$ cat config.mk
export PLATFORM = sky130hd
export DESIGN_NAME = pc_sequencer_flat
export DESIGN_NICKNAME = d
export VERILOG_FILES = /design/src/rtl/pc_sequencer_if.sv /design/src/rtl/pc_sequencer.sv /design/src/flat_wrapper.sv
export SDC_FILE = /design/constraint.sdc
export NUM_CORES = 1
export LEC_CHECK = 0
export CAP_MARGIN = 20
export CORE_MARGIN = 2
export CORE_UTILIZATION = 54
export CTS_CLUSTER_DIAMETER = 200
export DETAILED_ROUTE_END_ITERATION = 8
export PLACE_DENSITY = 0.87
export RECOVER_POWER = 100
export SLEW_MARGIN = 20
export SYNTH_ARGS = -nofsm -noshare
export SYNTH_HDL_FRONTEND = slang
export SYNTH_SLANG_ARGS = --single-unit
$ cat constraint.sdc
create_clock -name clk -period 4.1 [get_ports clk]
set_input_delay 1.23 -clock clk [delete_from_list [all_inputs] [get_ports clk]]
set_output_delay 1.23 -clock clk [all_outputs]
set_load 0.01 [all_outputs]
$ cat src/rtl/pc_sequencer_if.sv
`default_nettype none
// ----------------------------------------------------------------------------
// Module   : pc_sequencer_if
// Purpose  : Bundle of hazard/decode requests into the next-PC controller and
//            the fetch-stage control it returns.
// Revision : 1.0 - initial release
// ----------------------------------------------------------------------------
interface pc_sequencer_if #(
    parameter int N     = 32,
    parameter int CNT_W = 16
);
    logic             stall_req;
    logic             branch_taken;
    logic [N-1:0]     branch_pc;
    logic [N-1:0]     branch_imm;
    logic [N-1:0]     pc;
    logic             pc_write;
    logic             ifid_write;
    logic             ifid_flush;
    logic [1:0]       state;
    logic             stall_timeout;
    logic [CNT_W-1:0] redirect_count;

    // Pipeline side: raises hazard/branch requests, consumes fetch control
    modport master (
        output stall_req, branch_taken, branch_pc, branch_imm,
        input  pc, pc_write, ifid_write, ifid_flush, state,
               stall_timeout, redirect_count
    );

    // Sequencer side
    modport slave (
        input  stall_req, branch_taken, branch_pc, branch_imm,
        output pc, pc_write, ifid_write, ifid_flush, state,
               stall_timeout, redirect_count
    );
endinterface
`default_nettype wire

$ cat src/rtl/pc_sequencer.sv
`default_nettype none
// ----------------------------------------------------------------------------
// Module   : pc_sequencer
// Purpose  : Fetch-stage next-PC controller. Chooses each cycle between
//            sequential increment, hazard hold and branch redirect, and
//            drives the IF/ID write-enable and flush.
// Revision : 1.0 - initial release
// ----------------------------------------------------------------------------
module pc_sequencer #(
    parameter int          N         = 32,
    parameter int unsigned RESET_PC  = 0,
    parameter int unsigned PC_INC    = 1,
    parameter int          FLUSH_CYC = 1,
    parameter int          MAX_STALL = 15,
    parameter int          CNT_W     = 16
) (
    input  logic           clk,
    input  logic           rst_n,
    pc_sequencer_if.slave  bus
);
    localparam int SC_W = $clog2(MAX_STALL + 1);
    localparam int FC_W = (FLUSH_CYC > 1) ? $clog2(FLUSH_CYC) : 1;

    localparam logic [SC_W-1:0] STALL_MAX  = SC_W'(MAX_STALL);
    localparam logic [FC_W-1:0] FLUSH_LOAD = FC_W'(FLUSH_CYC - 1);
    localparam logic [N-1:0]    PC_STEP    = N'(PC_INC);
    localparam logic [N-1:0]    PC_RST     = N'(RESET_PC);

    typedef enum logic [1:0] {
        ST_RUN   = 2'b00,
        ST_STALL = 2'b01,
        ST_FLUSH = 2'b10
    } state_t;

    state_t           state_q;
    logic [N-1:0]     pc_q;
    logic [SC_W-1:0]  stall_cnt_q;
    logic [FC_W-1:0]  flush_cnt_q;
    logic             stall_timeout_q;
    logic [CNT_W-1:0] redirect_count_q;

    logic             redirect;
    logic             hold;
    logic [SC_W-1:0]  stall_cnt_nxt;
    logic [N-1:0]     target;

    // Same-cycle qualifiers: a branch seen while flushing is on the wrong
    // path, and a redirect always beats a stall request.
    always_comb begin
        redirect      = bus.branch_taken && (state_q != ST_FLUSH);
        hold          = bus.stall_req && !redirect && (state_q != ST_FLUSH);
        target        = bus.branch_pc + bus.branch_imm;
        stall_cnt_nxt = SC_W'(1);
        if (state_q == ST_STALL) begin
            stall_cnt_nxt = (stall_cnt_q == STALL_MAX) ? stall_cnt_q
                                                       : stall_cnt_q + SC_W'(1);
        end
    end

    assign bus.pc             = pc_q;
    assign bus.pc_write       = !hold;
    assign bus.ifid_write     = !hold;
    assign bus.ifid_flush     = (state_q == ST_FLUSH);
    assign bus.state          = state_q;
    assign bus.stall_timeout  = stall_timeout_q;
    assign bus.redirect_count = redirect_count_q;

    // PC register: redirect, then hold, then sequential increment
    always_ff @(posedge clk or negedge rst_n) begin
        if (!rst_n) begin
            pc_q <= PC_RST;
        end else if (redirect) begin
            pc_q <= target;
        end else if (!hold) begin
            pc_q <= pc_q + PC_STEP;
        end
    end

    // Control FSM with stall/flush counters and sticky stall timeout
    always_ff @(posedge clk or negedge rst_n) begin
        if (!rst_n) begin
            state_q          <= ST_RUN;
            stall_cnt_q      <= '0;
            flush_cnt_q      <= '0;
            stall_timeout_q  <= 1'b0;
            redirect_count_q <= '0;
        end else begin
            if (redirect) begin
                state_q          <= ST_FLUSH;
                flush_cnt_q      <= FLUSH_LOAD;
                stall_cnt_q      <= '0;
                redirect_count_q <= redirect_count_q + CNT_W'(1);
            end else begin
                case (state_q)
                    ST_RUN: begin
                        if (hold) begin
                            state_q     <= ST_STALL;
                            stall_cnt_q <= stall_cnt_nxt;
                        end
                    end
                    ST_STALL: begin
                        if (hold) begin
                            stall_cnt_q <= stall_cnt_nxt;
                        end else begin
                            state_q     <= ST_RUN;
                            stall_cnt_q <= '0;
                        end
                    end
                    ST_FLUSH: begin
                        if (flush_cnt_q == '0) begin
                            state_q <= ST_RUN;
                        end else begin
                            flush_cnt_q <= flush_cnt_q - FC_W'(1);
                        end
                    end
                    default: begin
                        state_q     <= ST_RUN;
                        stall_cnt_q <= '0;
                    end
                endcase
            end
            // Timeout latches at the edge the hold count reaches its limit
            if (hold && (stall_cnt_nxt == STALL_MAX)) begin
                stall_timeout_q <= 1'b1;
            end
        end
    end
endmodule
`default_nettype wire
$ cat src/flat_wrapper.sv
// flat-port wrapper written by rule: the top's interface ports become plain ports
module pc_sequencer_flat 
#(
    parameter int          N         = 32,
    parameter int unsigned RESET_PC  = 0,
    parameter int unsigned PC_INC    = 1,
    parameter int          FLUSH_CYC = 1,
    parameter int          MAX_STALL = 15,
    parameter int          CNT_W     = 16
)
  (clk, rst_n, bus_stall_req, bus_branch_taken, bus_branch_pc, bus_branch_imm, bus_pc, bus_pc_write, bus_ifid_write, bus_ifid_flush, bus_state, bus_stall_timeout, bus_redirect_count);
  pc_sequencer_if #(.N(N), .CNT_W(CNT_W)) bus_i ();
  input  logic clk;
  input  logic rst_n;
  input wire logic [$bits(bus_i.stall_req)-1:0] bus_stall_req;
  input wire logic [$bits(bus_i.branch_taken)-1:0] bus_branch_taken;
  input wire logic [$bits(bus_i.branch_pc)-1:0] bus_branch_pc;
  input wire logic [$bits(bus_i.branch_imm)-1:0] bus_branch_imm;
  output wire logic [$bits(bus_i.pc)-1:0] bus_pc;
  output wire logic [$bits(bus_i.pc_write)-1:0] bus_pc_write;
  output wire logic [$bits(bus_i.ifid_write)-1:0] bus_ifid_write;
  output wire logic [$bits(bus_i.ifid_flush)-1:0] bus_ifid_flush;
  output wire logic [$bits(bus_i.state)-1:0] bus_state;
  output wire logic [$bits(bus_i.stall_timeout)-1:0] bus_stall_timeout;
  output wire logic [$bits(bus_i.redirect_count)-1:0] bus_redirect_count;
  assign bus_i.stall_req = bus_stall_req;
  assign bus_i.branch_taken = bus_branch_taken;
  assign bus_i.branch_pc = bus_branch_pc;
  assign bus_i.branch_imm = bus_branch_imm;
  assign bus_pc = bus_i.pc;
  assign bus_pc_write = bus_i.pc_write;
  assign bus_ifid_write = bus_i.ifid_write;
  assign bus_ifid_flush = bus_i.ifid_flush;
  assign bus_state = bus_i.state;
  assign bus_stall_timeout = bus_i.stall_timeout;
  assign bus_redirect_count = bus_i.redirect_count;
  pc_sequencer #(.N(N), .RESET_PC(RESET_PC), .PC_INC(PC_INC), .FLUSH_CYC(FLUSH_CYC), .MAX_STALL(MAX_STALL), .CNT_W(CNT_W)) u_core (.clk(clk), .rst_n(rst_n), .bus(bus_i));
endmodule
==> results of run 1 <==
state kept, by name (all words and copies together), names as in the netlist:
name,flops
u_core.stall_cnt_q,4
u_core.bus.redirect_count,16
u_core.bus.pc,32
u_core.bus.state,2
u_core.bus.stall_timeout,1
placed cells by master, fill, tap and decap left out, types with 6 or more instances in the layout:
cell / n
nand4_1: 8
o22ai_1: 8
nand3_1: 29
a21o_1: 12
xor2_1: 21
inv_1: 13
ha_1: 34
nor2_1: 44
o211ai_1: 7
a21oi_1: 74
clkdlybuf4s50_1: 66
a31oi_1: 12
o21ai_0: 47
nand2_1: 65
dlygate4sd3_1: 54
nor2b_1: 6
and3_1: 16
xnor2_1: 24
dfrtp_1: 55
nor3_1: 12
clkbuf_8: 6
layout make-up:
cell class,instances,area (um^2)
tap,108,135
fill,676,2490
multi-input combinational,502,3210
clock inverter,2,38.8
inverter,13,48.8
timing repair buffer,130,1260
clock buffer,6,82.6
sequential,55,1380
critical path, cell delays in order:
cell	delay, ps
clkdlybuf4s50_1	560
nor2b_1	80
and2_0	170
inv_1	110
clkdlybuf4s50_1	560
path summary, 6_finish.rpt:
path | endpoint | slack (ps) | cells after the start
setup / recovery | bus_ifid_write | 160 | 5
min in group asynchronous | u_core.stall_cnt_q[2] | 1260 | 1
max in group asynchronous | u_core.bus.pc[5] | 710 | 2
hold reg to reg | u_core.bus.stall_timeout | 470 | 1
hold / removal | u_core.bus.stall_timeout | 470 | 1
setup reg to reg | u_core.bus.pc[28] | 1690 | 7
cells by family after synthesis:
logic type / after synthesis / share of synthesized area, %
simple gates: 210 / 21.7
compound gates: 207 / 26.9
flops: 55 / 28.9
xor+xnor: 45 / 8.29
buf+inv: 41 / 3.76
fa+ha+maj: 35 / 9.37
mux: 5 / 1.05
per-stage QoR:
stage          worst slack (ps)  instances  hold slack (ps)
2_1_floorplan               443        598              493
3_5_place_dp                106        808              452
3_3_place_gp                143        808              446
6_report                    158        816              468
5_1_grt                    63.6        816              483
4_1_cts                     157        816              475
power by group through the flow:
| stage | sequential, mW | combinational, mW | clock [mW] |
|---|---|---|---|
| floorplan | 0.865 | 0.510 | 0 |
| global placement | 0.841 | 0.995 | 0 |
| detailed placement | 0.849 | 1.02 | 0 |
| CTS | 0.840 | 1.03 | 0.387 |
| global route | 0.860 | 1.08 | 0.408 |
| finish | 0.840 | 0.981 | 0.382 |
layer usage:
metal	part of all wire [%]	track usage [%]	wire, um	vias to the layer above
met5	0	0	0	-
met4	1.7	7.91	225	0
met3	6.1	2.58	787	28
met2	49	45.4	6380	221
met1	43	36.5	5550	2363
li1	-	-	-	2435
==> results_dict.tcl, run 1 <==
set metrics [dict create \
    power.internal_mw 1.34 \
    synth-warning-count 0 \
    syn_area_um2 4750 \
    synth_ff_type "dfrtp_1" \
    cts.sinks 55 \
    syn_avg_cell_area_um2 7.95 \
    num_vias 5047 \
    row_count 34 \
    pwr-share-comb_pct 44.5 \
    grt-ovfl-total 0 \
    r2r-start "u_core.bus.state[0]" \
    slew_headroom_pct -4.79 \
    finalCriticalPeriod_ps 3940 \
    wirelength_um 13000 \
    grt_max_degree 52 \
    power_frac_seq_pct 38.1 \
    fp.dieH_um 97.8 \
    cellPowerDensity_nw_per_um2 358 \
    viasPerCell 6.19 \
    fin_util_pct 71.2 \
    path_max_fanout 5 \
    setup_violations 0 \
    tns_ps 0 \
    post-dp-hpwl_um 10000 \
    yosysSeqAreaShare_pct 28.9 \
    worstHoldStart "u_core.bus.stall_timeout" \
    clock_latency_ps 310 \
    rsz0062_at_grt "no" \
    fmax_ghz 0.254 \
    startpoint "bus_branch_taken" \
    cts_resized 0 \
    layout-drive-gt1-share_pct 3.67 \
    hold_buffers 0 \
    skew_ps 13.3 \
    fin_area_um2 6140 \
    slew_violations 29 \
    cts_tree "yes" \
    core_um2 8640 \
    synth_common_cells "a21oi_1 (74), nand2_1 (65), dfrtp_1 (55)" \
    worst_ir_drop_vdd_mv 0.204 \
    cap_violations 1 \
    failed_checks "capacitance limit, slew limit" \
    die_w_um 97.8 \
    grt.total_usage_pct 26.8 \
    synth.most_common_cell "a21oi_1" \
    holdCritPathClass "register to register" \
    yosysUniqueCellTypes 63 \
    path_class "input pin to primary output" \
    n_antenna_cell 0 \
    grt_pass1_wl_um 21800 \
    area_growth_pct 29.2 \
    tightest_slew_ps 1570 \
    switchingPower_uw 864 \
    hold_viol 0 \
    power_mw 2.20 \
    postCtsSetupBuffers 0 \
    yosys-top-cells-area "dfrtp_1 (29%), ha_1 (8.9%), a21oi_1 (7.8%)" \
    yosys.area.top_type_share_pct 28.9 \
    die_area_um2 9570 \
    wl_per_cell_um 15.9 \
    grt_pass1_vias 4702 \
    cts_buffers 5 \
    async_flop_share_pct 100 \
    crit_arrival_ps 2710 \
    required_ps 2870 \
    gp_congestion 0.978 \
    clockBufferDepth 2 \
    synth_edf_count 0 \
    syn_inst 598 \
    placed_area_um2 6040 \
    start_kind "input pin" \
    ios 122 \
    nets 810 \
    clk_pin_slew_ps 100 \
    finalCritPeriodShare_pct 96.2 \
    yosys.area.top_type "dfrtp_1" \
    htree_levels 2 \
    ant_nets 0 \
    syn-num-nets 701 \
    route.detailed.drc 0 \
    p_leak_nw 2.61 \
    start_util_pct 55.1 \
    clkPwrFrac_pct 17.3 \
    p_sw_share_pct 39.2 \
    end_kind "primary output" \
    cts-root-buf "clkbuf_8" \
    port_buffers 121 \
    dr.pass1.iters 7 \
    antenna_found_initial 0 \
    synth_seq_cells 55 \
    status "finished, violations left" \
    drt_iter0_drc 469 \
]
Note: power is estimated with default switching activity, not from simulation.
==> inputs of run 2 (changes only) <==
CORE_MARGIN = 3   (was 2)
HOLD_SLACK_MARGIN = 0.03   (was unset)
==> run 2 against run 1 <==
  * The run still ends with capacitance limit, slew limit left
  * Count of clock-buffer cells in the layout is 1 lower
  * Cell area decreased by 0.49%
  * Register-to-register slack worse by 450 ps
  * Setup slack lost 34 ps
  * Clock skew increased by 1.7 ps
  * Die area grew 4.1%
  * Cell count fell by 0.25%
  * Routed wire length rose by 3.5%
  * Critical endpoint unchanged
==> results_dict.tcl, run 2 (same netlist as run 1, synthesis figures left out) <==
set metrics [dict create \
    n_antenna_cell 0 \
    num-fill-cells 664 \
    finalCriticalPeriod_ps 3980 \
    power_mw 2.16 \
    ff2ff_path_depth 7 \
    port_buffers 121 \
    start_kind "input pin" \
    min_to "u_core.bus.stall_timeout" \
    fp.dieH_um 99.8 \
    path_class "input pin to primary output" \
    start_util_pct 56.7 \
    failed_checks "capacitance limit, slew limit" \
    ant_nets 0 \
    skew_ps 15.1 \
    cts_buffers 5 \
    die_area_um2 9970 \
    grt_max_degree 52 \
    hold_buffers 0 \
    ios 122 \
    num_vias 5035 \
    end_kind "primary output" \
    hold_viol 0 \
    holdCritPathClass "register to register" \
    layout_commonest_cell "a21oi_1" \
    viasPerCell 6.19 \
    cts-root-buf "clkbuf_8" \
    row_count 33 \
    tns_ps 0 \
    switchingPower_uw 893 \
    layout-drive-gt1-share_pct 3.39 \
    crit_arrival_ps 2750 \
    grt.total_usage_pct 26.7 \
    area_growth_pct 28.6 \
    slew_violations 29 \
    post-dp-hpwl_um 10300 \
    mostFrequentLayoutCells "a21oi_1 (74), clkdlybuf4s50_1 (66), nand2_1 (65)" \
    grt_pass1_vias 4782 \
    path_max_fanout 4 \
    status "finished, violations left" \
    power.internal_mw 1.27 \
    power_frac_seq_pct 38.9 \
    gp_congestion 0.974 \
    p_leak_nw 2.60 \
    reg2reg_slack_ps 1240 \
    pwr-share-comb_pct 46.0 \
    grt-ovfl-total 0 \
    wl_per_cell_um 16.5 \
    setup_violations 0 \
    finalCritPeriodShare_pct 97.0 \
    r2r-start "u_core.bus.state[0]" \
    fmax_ghz 0.251 \
    postCtsSetupBuffers 0 \
    core_um2 8380 \
    p_sw_share_pct 41.4 \
    die_w_um 99.8 \
    min_path_cells 1 \
    htree_levels 2 \
    r2r_end "u_core.bus.pc[29]" \
    slew_headroom_pct -3.81 \
    cap_violations 1 \
    antenna_found_initial 0 \
    rsz0062_at_grt "no" \
    cts_tree "yes" \
    route.detailed.drc 0 \
    worst_ir_drop_vdd_mv 0.157 \
    nets 811 \
    largest_reg_flops 32 \
    clkPwrFrac_pct 15.1 \
    wirelength_um 13400 \
    required_ps 2870 \
    cts_resized 0 \
    dr.pass1.iters 5 \
    tightest_slew_ps 1560 \
    worstHoldStart "u_core.bus.stall_timeout" \
    cts.sinks 55 \
    clockBufferDepth 2 \
    clock_latency_ps 330 \
    drt_iter0_drc 460 \
    clk_pin_slew_ps 100 \
    cellPowerDensity_nw_per_um2 353 \
    grt_pass1_wl_um 22300 \
]
run 2: cell count changes in the layout (fill, tap and decap cells not counted), sizes merged:
cell    before  now
buf          5    3
bufinv       1    0
clkbuf      11   13
clkinv       0    1
inv         14   15
run 2: final cells by class:
type                       instances  area [um^2]  share of cell area, %
multi-input combinational        502         3200                   52.4
sequential                        55         1380                   22.5
timing repair buffer             131         1260                   20.6
tap                              105          131                   2.15
clock buffer                       5         68.8                   1.13
inverter                          13         48.8                  0.798
clock inverter                     3         26.3                  0.430
run 2: through the flow:
step,hold slack (ps),cells,setup slack [ps],utilization (%),area (um^2)
after CTS,475,814,129,73.2,6140
after global routing,505,814,45.6,73.0,6110
after global placement,447,806,154,72.1,6040
final,465,814,124,73.0,6110
after detailed placement,451,806,52.3,72.1,6040
after floorplan,493,598,443,-,4750
run 2: how the worst max path moves through the flow:
stage,cells past startpoint,from,end
floorplan,7,bus_stall_req,bus_pc_write
global placement,5,bus_stall_req,bus_ifid_write
detailed placement,10,bus_branch_imm[0],u_core.bus.pc[24]
CTS,5,bus_stall_req,bus_ifid_write
global route,5,bus_branch_taken,bus_ifid_write
finish,5,bus_stall_req,bus_ifid_write
run 2: layer usage:
metal,vias to the layer above,part of all wire [%],global-route usage (%)
met5,-,0,0
met4,0,1.6,7.35
met3,24,6.9,3.34
met2,228,49,46.4
met1,2346,42,34.9
li1,2437,-,-
run 2: power by group through the flow:
stage          clock network, mW  logic [mW]  registers [mW]
2_1_floorplan                  0       0.510           0.865
3_3_place_gp                   0        1.00           0.840
3_5_place_dp                   0        1.03           0.848
4_1_cts                    0.325        1.04           0.838
5_1_grt                    0.346        1.09           0.857
6_report                   0.326       0.994           0.839
run 2: critical path, cell delays in order:
cell	delay, ps
clkdlybuf4s50_1	460
nor2b_1	170
and2_1	170
inv_1	150
clkdlybuf4s50_1	570
